$ cat src/rtl/regfile_dump_reader.sv
// Sequential read-out engine for a register file: walks an inclusive,
// optionally wrapping range of register indices through a single read port
// and presents every sampled value as an {index, data} beat on a
// valid/ready stream.
module regfile_dump_reader #(
  parameter int NUM_REGS   = 32,
  parameter int ADDR_WIDTH = 5,
  parameter int DATA_WIDTH = 32
) (
  input  logic                  clock,
  input  logic                  reset,
  input  logic                  start,
  input  logic                  abort,
  input  logic [ADDR_WIDTH-1:0] first_index,
  input  logic [ADDR_WIDTH-1:0] last_index,
  output logic [ADDR_WIDTH-1:0] rf_addr,
  input  logic [DATA_WIDTH-1:0] rf_data,
  output logic                  out_valid,
  input  logic                  out_ready,
  output logic [ADDR_WIDTH-1:0] out_index,
  output logic [DATA_WIDTH-1:0] out_data,
  output logic                  busy,
  output logic                  done
);

  // Address increment relies on natural ADDR_WIDTH wrap-around, so the
  // register count must be an exact power of two.
  if (NUM_REGS != (1 << ADDR_WIDTH)) begin : g_bad_num_regs
    $error("NUM_REGS must equal 2**ADDR_WIDTH");
  end

  typedef enum logic [1:0] {
    IDLE  = 2'd0,
    RUN   = 2'd1,
    DRAIN = 2'd2
  } state_e;

  state_e                state_q;
  logic [ADDR_WIDTH-1:0] rf_addr_q;
  logic [ADDR_WIDTH:0]   remaining_q;
  logic                  out_valid_q;
  logic [ADDR_WIDTH-1:0] out_index_q;
  logic [DATA_WIDTH-1:0] out_data_q;
  logic                  done_q;

  logic [ADDR_WIDTH-1:0] span_d;
  logic [ADDR_WIDTH:0]   remaining_init_d;
  logic [ADDR_WIDTH-1:0] rf_addr_inc_d;
  logic                  advance_d;

  // Range length, next read address and the "output slot is free" condition.
  always_comb begin
    span_d           = last_index - first_index;
    remaining_init_d = {1'b0, span_d} + {{ADDR_WIDTH{1'b0}}, 1'b1};
    rf_addr_inc_d    = rf_addr_q + {{(ADDR_WIDTH-1){1'b0}}, 1'b1};
    advance_d        = !out_valid_q || out_ready;
  end

  // Dump sequencer: state, read pointer, output beat register and done pulse.
  always_ff @(posedge clock or negedge reset) begin
    if (!reset) begin
      state_q     <= IDLE;
      rf_addr_q   <= '0;
      remaining_q <= '0;
      out_valid_q <= 1'b0;
      out_index_q <= '0;
      out_data_q  <= '0;
      done_q      <= 1'b0;
    end else begin
      done_q <= 1'b0;
      case (state_q)
        IDLE: begin
          // start together with abort is treated as a cancelled request.
          if (start && !abort) begin
            state_q     <= RUN;
            rf_addr_q   <= first_index;
            remaining_q <= remaining_init_d;
          end
        end

        RUN: begin
          if (abort) begin
            state_q     <= IDLE;
            out_valid_q <= 1'b0;
          end else if (advance_d) begin
            // Capture a new beat whenever the previous one has left (or
            // leaves on this very edge), giving one beat per cycle.
            out_data_q  <= rf_data;
            out_index_q <= rf_addr_q;
            out_valid_q <= 1'b1;
            if (remaining_q == {{ADDR_WIDTH{1'b0}}, 1'b1}) begin
              state_q <= DRAIN;
            end else begin
              rf_addr_q   <= rf_addr_inc_d;
              remaining_q <= remaining_q - {{ADDR_WIDTH{1'b0}}, 1'b1};
            end
          end
        end

        DRAIN: begin
          // Last beat is parked in the output register; finish when it goes.
          if (abort) begin
            state_q     <= IDLE;
            out_valid_q <= 1'b0;
          end else if (out_valid_q && out_ready) begin
            state_q     <= IDLE;
            out_valid_q <= 1'b0;
            done_q      <= 1'b1;
          end
        end

        default: begin
          state_q     <= IDLE;
          out_valid_q <= 1'b0;
        end
      endcase
    end
  end

  assign rf_addr   = rf_addr_q;
  assign out_valid = out_valid_q;
  assign out_index = out_index_q;
  assign out_data  = out_data_q;
  assign done      = done_q;
  assign busy      = (state_q != IDLE);

endmodule

$ cat config.mk
export PLATFORM = sky130hd
export DESIGN_NAME = regfile_dump_reader
export DESIGN_NICKNAME = d
export VERILOG_FILES = /design/src/rtl/regfile_dump_reader.sv
export SDC_FILE = /design/constraint.sdc
export NUM_CORES = 1
export LEC_CHECK = 0
export ABC_AREA = 1
export CAP_MARGIN = 5
export CORE_MARGIN = 10
export CORE_UTILIZATION = 41
export DETAILED_ROUTE_END_ITERATION = 10
export PLACE_DENSITY = 0.75
export SLEW_MARGIN = 20
export SYNTH_ARGS = -nofsm -noshare
export SYNTH_HDL_FRONTEND = slang
export SYNTH_SLANG_ARGS = --single-unit
$ cat constraint.sdc
create_clock -name clock -period 1.2 [get_ports clock]
set_input_delay 0.12 -clock clock [delete_from_list [all_inputs] [get_ports clock]]
set_output_delay 0.12 -clock clock [all_outputs]
set_load 0.1 [all_outputs]
==> results of run 1 <==
area by class of cell:
type | instances | area (sq um)
Timing Repair Buffer | 147 | 1890
Multi-Input combinational cell | 169 | 1580
Sequential cell | 52 | 1310
Fill cell | 349 | 1270
Inverter | 28 | 121
Tap cell | 77 | 96.3
Clock buffer | 7 | 86.3
Timing Repair inverter | 1 | 11.3
Clock inverter | 1 | 7.51
state kept, by name (all words and copies together), names as in the netlist:
register     flops
out_data        32
state_q          2
rf_addr          5
out_index        5
done             1
remaining_q      6
out_valid        1
cells by family (layout without fill, tap and decap cells):
| family | after synthesis | in the layout | share of synthesized area, % |
|---|---|---|---|
| AND/OR/NAND/NOR | 88 | 88 | 14.5 |
| XOR/XNOR | 3 | 3 | 0.972 |
| flip-flops | 52 | 52 | 48.1 |
| multiplexers | 33 | 33 | 17.9 |
| buffers and inverters | 35 | 184 | 6.34 |
| adder cells (fa/ha/maj) | 9 | 9 | 4.44 |
| AO/OA/AOI/OAI | 36 | 36 | 7.64 |
per-layer routing:
layer	vias up	wire, microns	track usage, %
li1	1137	-	-
met1	1189	3620	19.5
met2	118	4780	28.8
met3	23	633	4.83
met4	0	212	5.14
met5	-	0	0
worst max-delay path by stage:
stage / endpoint / startpoint / slack, ps / cells after the start
5_1_grt: remaining_q[4]$_DFFE_PN0P_ / last_index[0] / -340 / 12
6_report: remaining_q[2]$_DFFE_PN0P_ / last_index[0] / -320 / 12
4_1_cts: busy / state_q[1]$_DFFE_PN0P_ / -220 / 4
3_3_place_gp: remaining_q[4]$_DFFE_PN0P_ / first_index[0] / -850 / 11
2_1_floorplan: remaining_q[4]$_DFFE_PN0P_ / state_q[1]$_DFFE_PN0P_ / -560 / 8
3_5_place_dp: remaining_q[4]$_DFFE_PN0P_ / first_index[0] / -960 / 11
through the flow:
stage / utilization (%) / cells
4_1_cts: 76.6 / 478
2_1_floorplan: - / 256
6_report: 80.0 / 482
3_3_place_gp: 69.6 / 455
3_5_place_dp: 69.6 / 455
5_1_grt: 80.0 / 482
layout by cell type, fill, tap and decap left out, types with 2 or more instances in the layout:
cell type,n
buf_4,39
nand3_2,6
nand3_1,8
dlygate4sd2_1,4
buf_12,50
o21ai_0,6
dfrtp_2,4
a21oi_2,8
dfrtp_1,47
inv_4,2
nor2_2,6
nand2_2,11
o21ai_2,12
nor2_4,6
nor2_1,6
inv_8,2
a21oi_4,2
nand2_4,8
inv_1,15
clkinvlp_4,2
or2_4,2
ha_2,2
nand3_4,3
inv_2,9
mux2_4,33
ha_1,2
ha_4,4
xor2_1,2
o21ai_1,5
clkdlybuf4s50_1,39
nand2_1,30
clkbuf_8,6
buf_6,12
critical path: stages:
cell,delay [ps]
buf_6,100
inv_4,40
ha_4,130
inv_4,40
fa_1,500
ha_2,210
buf_4,140
buf_6,110
a21oi_2,140
o21ai_2,80
o211ai_2,50
nand2_1,60
what timing repair did:
| item | in CTS | in global routing |
|---|---|---|
| hold buffers | 1 | 0 |
| endpoints found under the hold margin | 49 | 0 |
| buffers inserted | 13 | 4 |
| setup endpoints to repair | 52 | 55 |
| pin swaps | 24 | 25 |
| cloned | 1 | 2 |
| gates resized for setup | 81 | 48 |
==> impl_results.md, run 1 <==
* Status: finished, violations left
* Failing checks: negative setup slack
* Post-synth top area cell: dfrtp_1
* Reg2Reg Setup Slack at -280 ps
* Ranking of synthesized cells by area: dfrtp_1 (48%), mux2_4 (17%), nand2_1 (6.7%)
* Synth Warn # at 0
* Crit path capture type: flop
* Crit path time final at 1520 ps
* DP Wirelength at 6200 microns
* GRT Residual Overflow at 0
* CTS tree: built
* Worst skew pair latency at 310 ps
* Root Driver: clkbuf_8
* Fin crit share at 126%
* Critical path fanouts, max at 2
* CTS HTree Levels at 2
* Crit start category: input pin
* FF-to-FF path depth at 6
* Sink Count at 52
* Unrepaired setup endpoints after global routing: true
* Count of final setup violators at 52
* Reg clk slew, reported paths at 100 ps
* Worst Hold Class: input pin to flop
* Worst Max-Slew Pin Slew at 505 ps
* Syn Nets at 312
* Total CTS buffers at 5
* Starting Density at 42.3%
* Unique masters post-synth at 26
* Syn_area_per_cell at 10.6 sq um
* Area Overhead vs Synth at 89.1%
* DIE AREA at 10,200 sq um
* Reg-to-Reg Start: rf_addr[1]$_DFFE_PN0P_
* Final worst slack at -317 ps
* IO Port Bufs at 91
* Synth Cell Area at between 2000 and 3000 sq um
* FP Rows at 29
* DR iter-0 viols at 80
* Antenna Nets Post-Route at 0
* Diode count at 0
* Drt wl/cell at 19.2 microns
* WHS Endpoint: rf_addr[0]$_DFFE_PN0P_
* Sequential-to-total area share from yosys stat at approximately half
* 1st-pass router iterations at 4
* Worst setup path class: input pin to flop
* Hold violation count in the final report at 0
* Nets@finish at 460
* Global-route wire length before repair at 13,700 microns
* Clock skew at 6.79 ps
* Hold path depth at 5
* Overall Global Routing Usage at 16.7%
* Critical path data required time at between 1000 and 1500 ps
* Slew HR at 66.0%
* Reg-to-Reg End: rf_addr[4]$_DFFE_PN0P_
* Critical Path AT at about 1700 ps
* Cell area after layout at 5110 sq um
* Yosys top cell area share at 48.1%
* Critical hold path startpoint: first_index[0]
* Cells after Synth at between 200 and 300
* Drc violations at 0
* Vias/cell at between 5 and 6
* FMAX at 659 MHz
* Core Box Area at 6390 sq um
* Max Cap Viol at 0
* DIE HEIGHT at around 100 microns
* #FFs+latches synth at 52
* Max-slew violations at 0
* Primary FF master, synth: dfrtp_1
* Via count at 2,467
* Total Wirelength at 9240 microns
* Routability cong. at 0.860
* DP Worst Slack at -959 ps
* I/O Pins at 92
* Placed cell area at roughly 4400 sq um
* Largest net degree at the start of global routing at 43
* Die width at 101 microns
* Vias in the first global route at 2,607
* Post-synth top cells: dfrtp_1 (52), nand2_1 (48), mux2_4 (30)
* EDFF count, synth at 0
* Initial antenna violation count at 0
* Count leader, synth: dfrtp_1
* Clk buf depth at 2
* Share of layout cells above drive strength 1 at 58.0%
* WHS at around 180 ps
* TNS Setup at -10,680 ps
* FFs w/ async S/R, synth at 100%
Power of run 1 is left out: the tool's default activity adds up to more than one toggle a clock period on the data nets, which glitch-free logic cannot reach.
==> run 2, diff against run 1 <==
--- a/config.mk
+++ b/config.mk
@@ -8,9 +8,10 @@
 export ABC_AREA = 1
 export CAP_MARGIN = 5
 export CORE_MARGIN = 10
-export CORE_UTILIZATION = 41
+export CORE_UTILIZATION = 43
+export CTS_BUF_LIST = sky130_fd_sc_hd__clkbuf_4
 export DETAILED_ROUTE_END_ITERATION = 10
-export PLACE_DENSITY = 0.75
+export PLACE_DENSITY = 0.78
 export SLEW_MARGIN = 20
 export SYNTH_ARGS = -nofsm -noshare
 export SYNTH_HDL_FRONTEND = slang
==> run 2 against run 1 <==
Against the previous run: the flow still finishes with violations (negative setup slack); wire length grew 0.48%; register-to-register slack lost 60 ps; via count shrank 0.41%; critical path type is now flop to flop; cell area shrank 2.2%; maximum frequency shrank 1.8%; worst hold slack lost 71 ps; flip-flop and latch count is the same; global-route usage grew 0.54 points; largest cell class unchanged; worst setup slack lost 28 ps.
==> impl_results.md, run 2 (synthesized netlist as in run 1, its figures left out) <==
* Placed Cells at 456 (was 455)
* Diode count at 0 (unchanged)
* Status: finished, violations left (unchanged)
* DIE HEIGHT at 99.3 microns (was 101 microns)
* Count of final setup violators at 55 (was 52)
* WHS at 113 ps (was 184 ps)
* Total CTS buffers at 5 (unchanged)
* DR iter-0 viols at 104 (was 80)
* CTS HTree Levels at 2 (unchanged)
* Commonest non-fill, non-tap cell in the layout: buf_12 (unchanged)
* Crit start category: flop (was input pin)
* Unrepaired setup endpoints after global routing: true (unchanged)
* Crit path time final at 1540 ps (was 1520 ps)
* Antenna Nets Post-Route at 0 (unchanged)
* Slew HR at 80.9% (was 66.0%)
* Worst Hold Class: input pin to flop (unchanged)
* I/O Pins at 92 (unchanged)
* Drt wl/cell at 19.3 microns (was 19.2 microns)
* Drc violations at 0 (unchanged)
* Critical Path AT at 1810 ps (was 1720 ps)
* Vias in the first global route at 2,553 (was 2,607)
* Initial antenna violation count at 0 (unchanged)
* Area Overhead vs Synth at 85.0% (was 89.1%)
* Largest net degree at the start of global routing at 53 (was 43)
* Hold violation count in the final report at 0 (unchanged)
* Max FFs per register at 32 (unchanged)
* Final Util at 83.0% (was 80.0%)
* Vias/cell at 5.11 (was 5.12)
* Share of layout cells above drive strength 1 at 54.4% (was 58.0%)
* Root Driver: clkbuf_4 (was clkbuf_8)
* Reg clk slew, reported paths at 150 ps (was 100 ps)
* Fin crit share at 129% (was 126%)
* Via count at 2,457 (was 2,467)
* FMAX at 647 MHz (was 659 MHz)
* Sink Count at 52 (unchanged)
* CTS tree: built (unchanged)
* Nets@finish at 461 (was 460)
* DIE AREA at 9860 sq um (was 10,200 sq um)
* Routability cong. at 0.862 (was 0.860)
* Worst Max-Slew Pin Slew at 287 ps (was 505 ps)
* Commonest non-fill, non-tap cells in the layout: buf_12 (48), dfrtp_1 (45), clkdlybuf4s50_1 (41) (was buf_12 (50), dfrtp_1 (47), clkdlybuf4s50_1 (39), buf_4 (39), mux2_4 (33))
* Worst setup path class: flop to flop (was input pin to flop)
* Die width at 99.3 microns (was 101 microns)
* Max-slew violations at 0 (unchanged)
* Critical path fanouts, max at 10 (was 2)
* Clock skew at 5.90 ps (was 6.79 ps)
* Failing checks: negative setup slack (unchanged)
* Starting Density at 44.9% (was 42.3%)
* Critical path data required time at 1460 ps (was 1400 ps)
* FP Rows at 28 (was 29)
* Final worst slack at -345 ps (was -317 ps)
* IO Port Bufs at 91 (unchanged)
* Register area at 1310 sq um (about the same)
* Final non-filler cell total at 481 (was 482)
* Clk buf depth at 2 (unchanged)
* Core Box Area at 6030 sq um (was 6390 sq um)
* Worst skew pair latency at 370 ps (was 310 ps)
* Crit path capture type: flop (unchanged)
* Multi-input gate area at 1480 sq um (was 1580 sq um)
* Total Wirelength at 9290 microns (was 9240 microns)
* Max Cap Viol at 0 (unchanged)
* Filler instances at 310 (was 349)
* Global-route wire length before repair at 13,700 microns (about the same)
* Overall Global Routing Usage at 17.2% (was 16.7%)
* DP Wirelength at 6180 microns (was 6200 microns)
* 1st-pass router iterations at 4 (unchanged)
* GRT Residual Overflow at 0 (unchanged)
## run 2: changes by cell type in the layout (fill, tap and decap cells not counted), sizes merged
cell,change
clkdlybuf4s50,+2
clkbuf,+1
dlygate4sd2,-3
clkinv,+2
dlymetal6s2s,+1
buf,-1
inv,-1
## run 2: per-layer routing
metal  track usage, %  up-vias  routed length [microns]
met5                0        -                        0
met4             5.51        0                      314
met3             4.98       23                      600
met2             29.9      102                     4690
met1             19.9     1188                     3680
li1                 -     1144                        -
## run 2: cell type report
cell class	instances	share of cell area, %
timing repair inverter	1	0.125
clock inverter	2	0.225
timing repair buffer	148	38.5
multi-input combinational	169	29.6
sequential	52	26.2
inverter	28	2.53
tap	75	1.88
clock buffer	6	0.901
## run 2: metrics by stage
stage	TNS, ps	cell area, sq um	setup slack, ps
after floorplan	-17680	2750	-556
after global placement	-15860	4470	-852
after detailed placement	-16570	4470	-941
after CTS	-13020	4710	-290
after global routing	-16950	5000	-408
final	-14800	5000	-345
## run 2: worst max-delay path, stage by stage (launching register included)
cell and delay, ps:
dfrtp_2 470, buf_6 140, nor2_4 150, nand3_4 160
buf_12 200, mux2_4 320
## run 2: worst paths after layout
check | start | endpoint | slack [ps] | depth (start not counted)
setup / recovery | state_q[1]$_DFFE_PN0P_ | out_data[18]$_DFFE_PN0P_ | -340 | 5
hold / removal | first_index[0] | rf_addr[0]$_DFFE_PN0P_ | 110 | 5
setup reg to reg | state_q[1]$_DFFE_PN0P_ | out_data[18]$_DFFE_PN0P_ | -340 | 5
hold reg to reg | out_index[0]$_DFFE_PN0P_ | out_index[0]$_DFFE_PN0P_ | 580 | 2
max in group asynchronous | reset | out_data[18]$_DFFE_PN0P_ | 670 | 3
min in group asynchronous | reset | out_data[0]$_DFFE_PN0P_ | 250 | 3
## run 2: timing repair
| item | in CTS | in global routing |
|---|---|---|
| hold buffers | 1 | 0 |
| hold endpoints to repair | 52 | 0 |
| resized for setup | 40 | 67 |
| gates cloned | 2 | 1 |
| setup endpoints to repair | 56 | 57 |
| buffers inserted | 5 | 9 |
| pin swaps | 13 | 26 |
Power of run 2 is left out for the same reason.
==> run 3, diff against run 2 <==
--- a/config.mk
+++ b/config.mk
@@ -8,10 +8,9 @@
 export ABC_AREA = 1
 export CAP_MARGIN = 5
 export CORE_MARGIN = 10
-export CORE_UTILIZATION = 43
-export CTS_BUF_LIST = sky130_fd_sc_hd__clkbuf_4
+export CORE_UTILIZATION = 41
 export DETAILED_ROUTE_END_ITERATION = 10
-export PLACE_DENSITY = 0.78
+export PLACE_DENSITY = 0.75
 export SLEW_MARGIN = 20
 export SYNTH_ARGS = -nofsm -noshare
 export SYNTH_HDL_FRONTEND = slang
==> results of run 3 <==
Final layout, timing and power as in run 1 (identical DEF).
Power of run 3 is left out for the same reason.
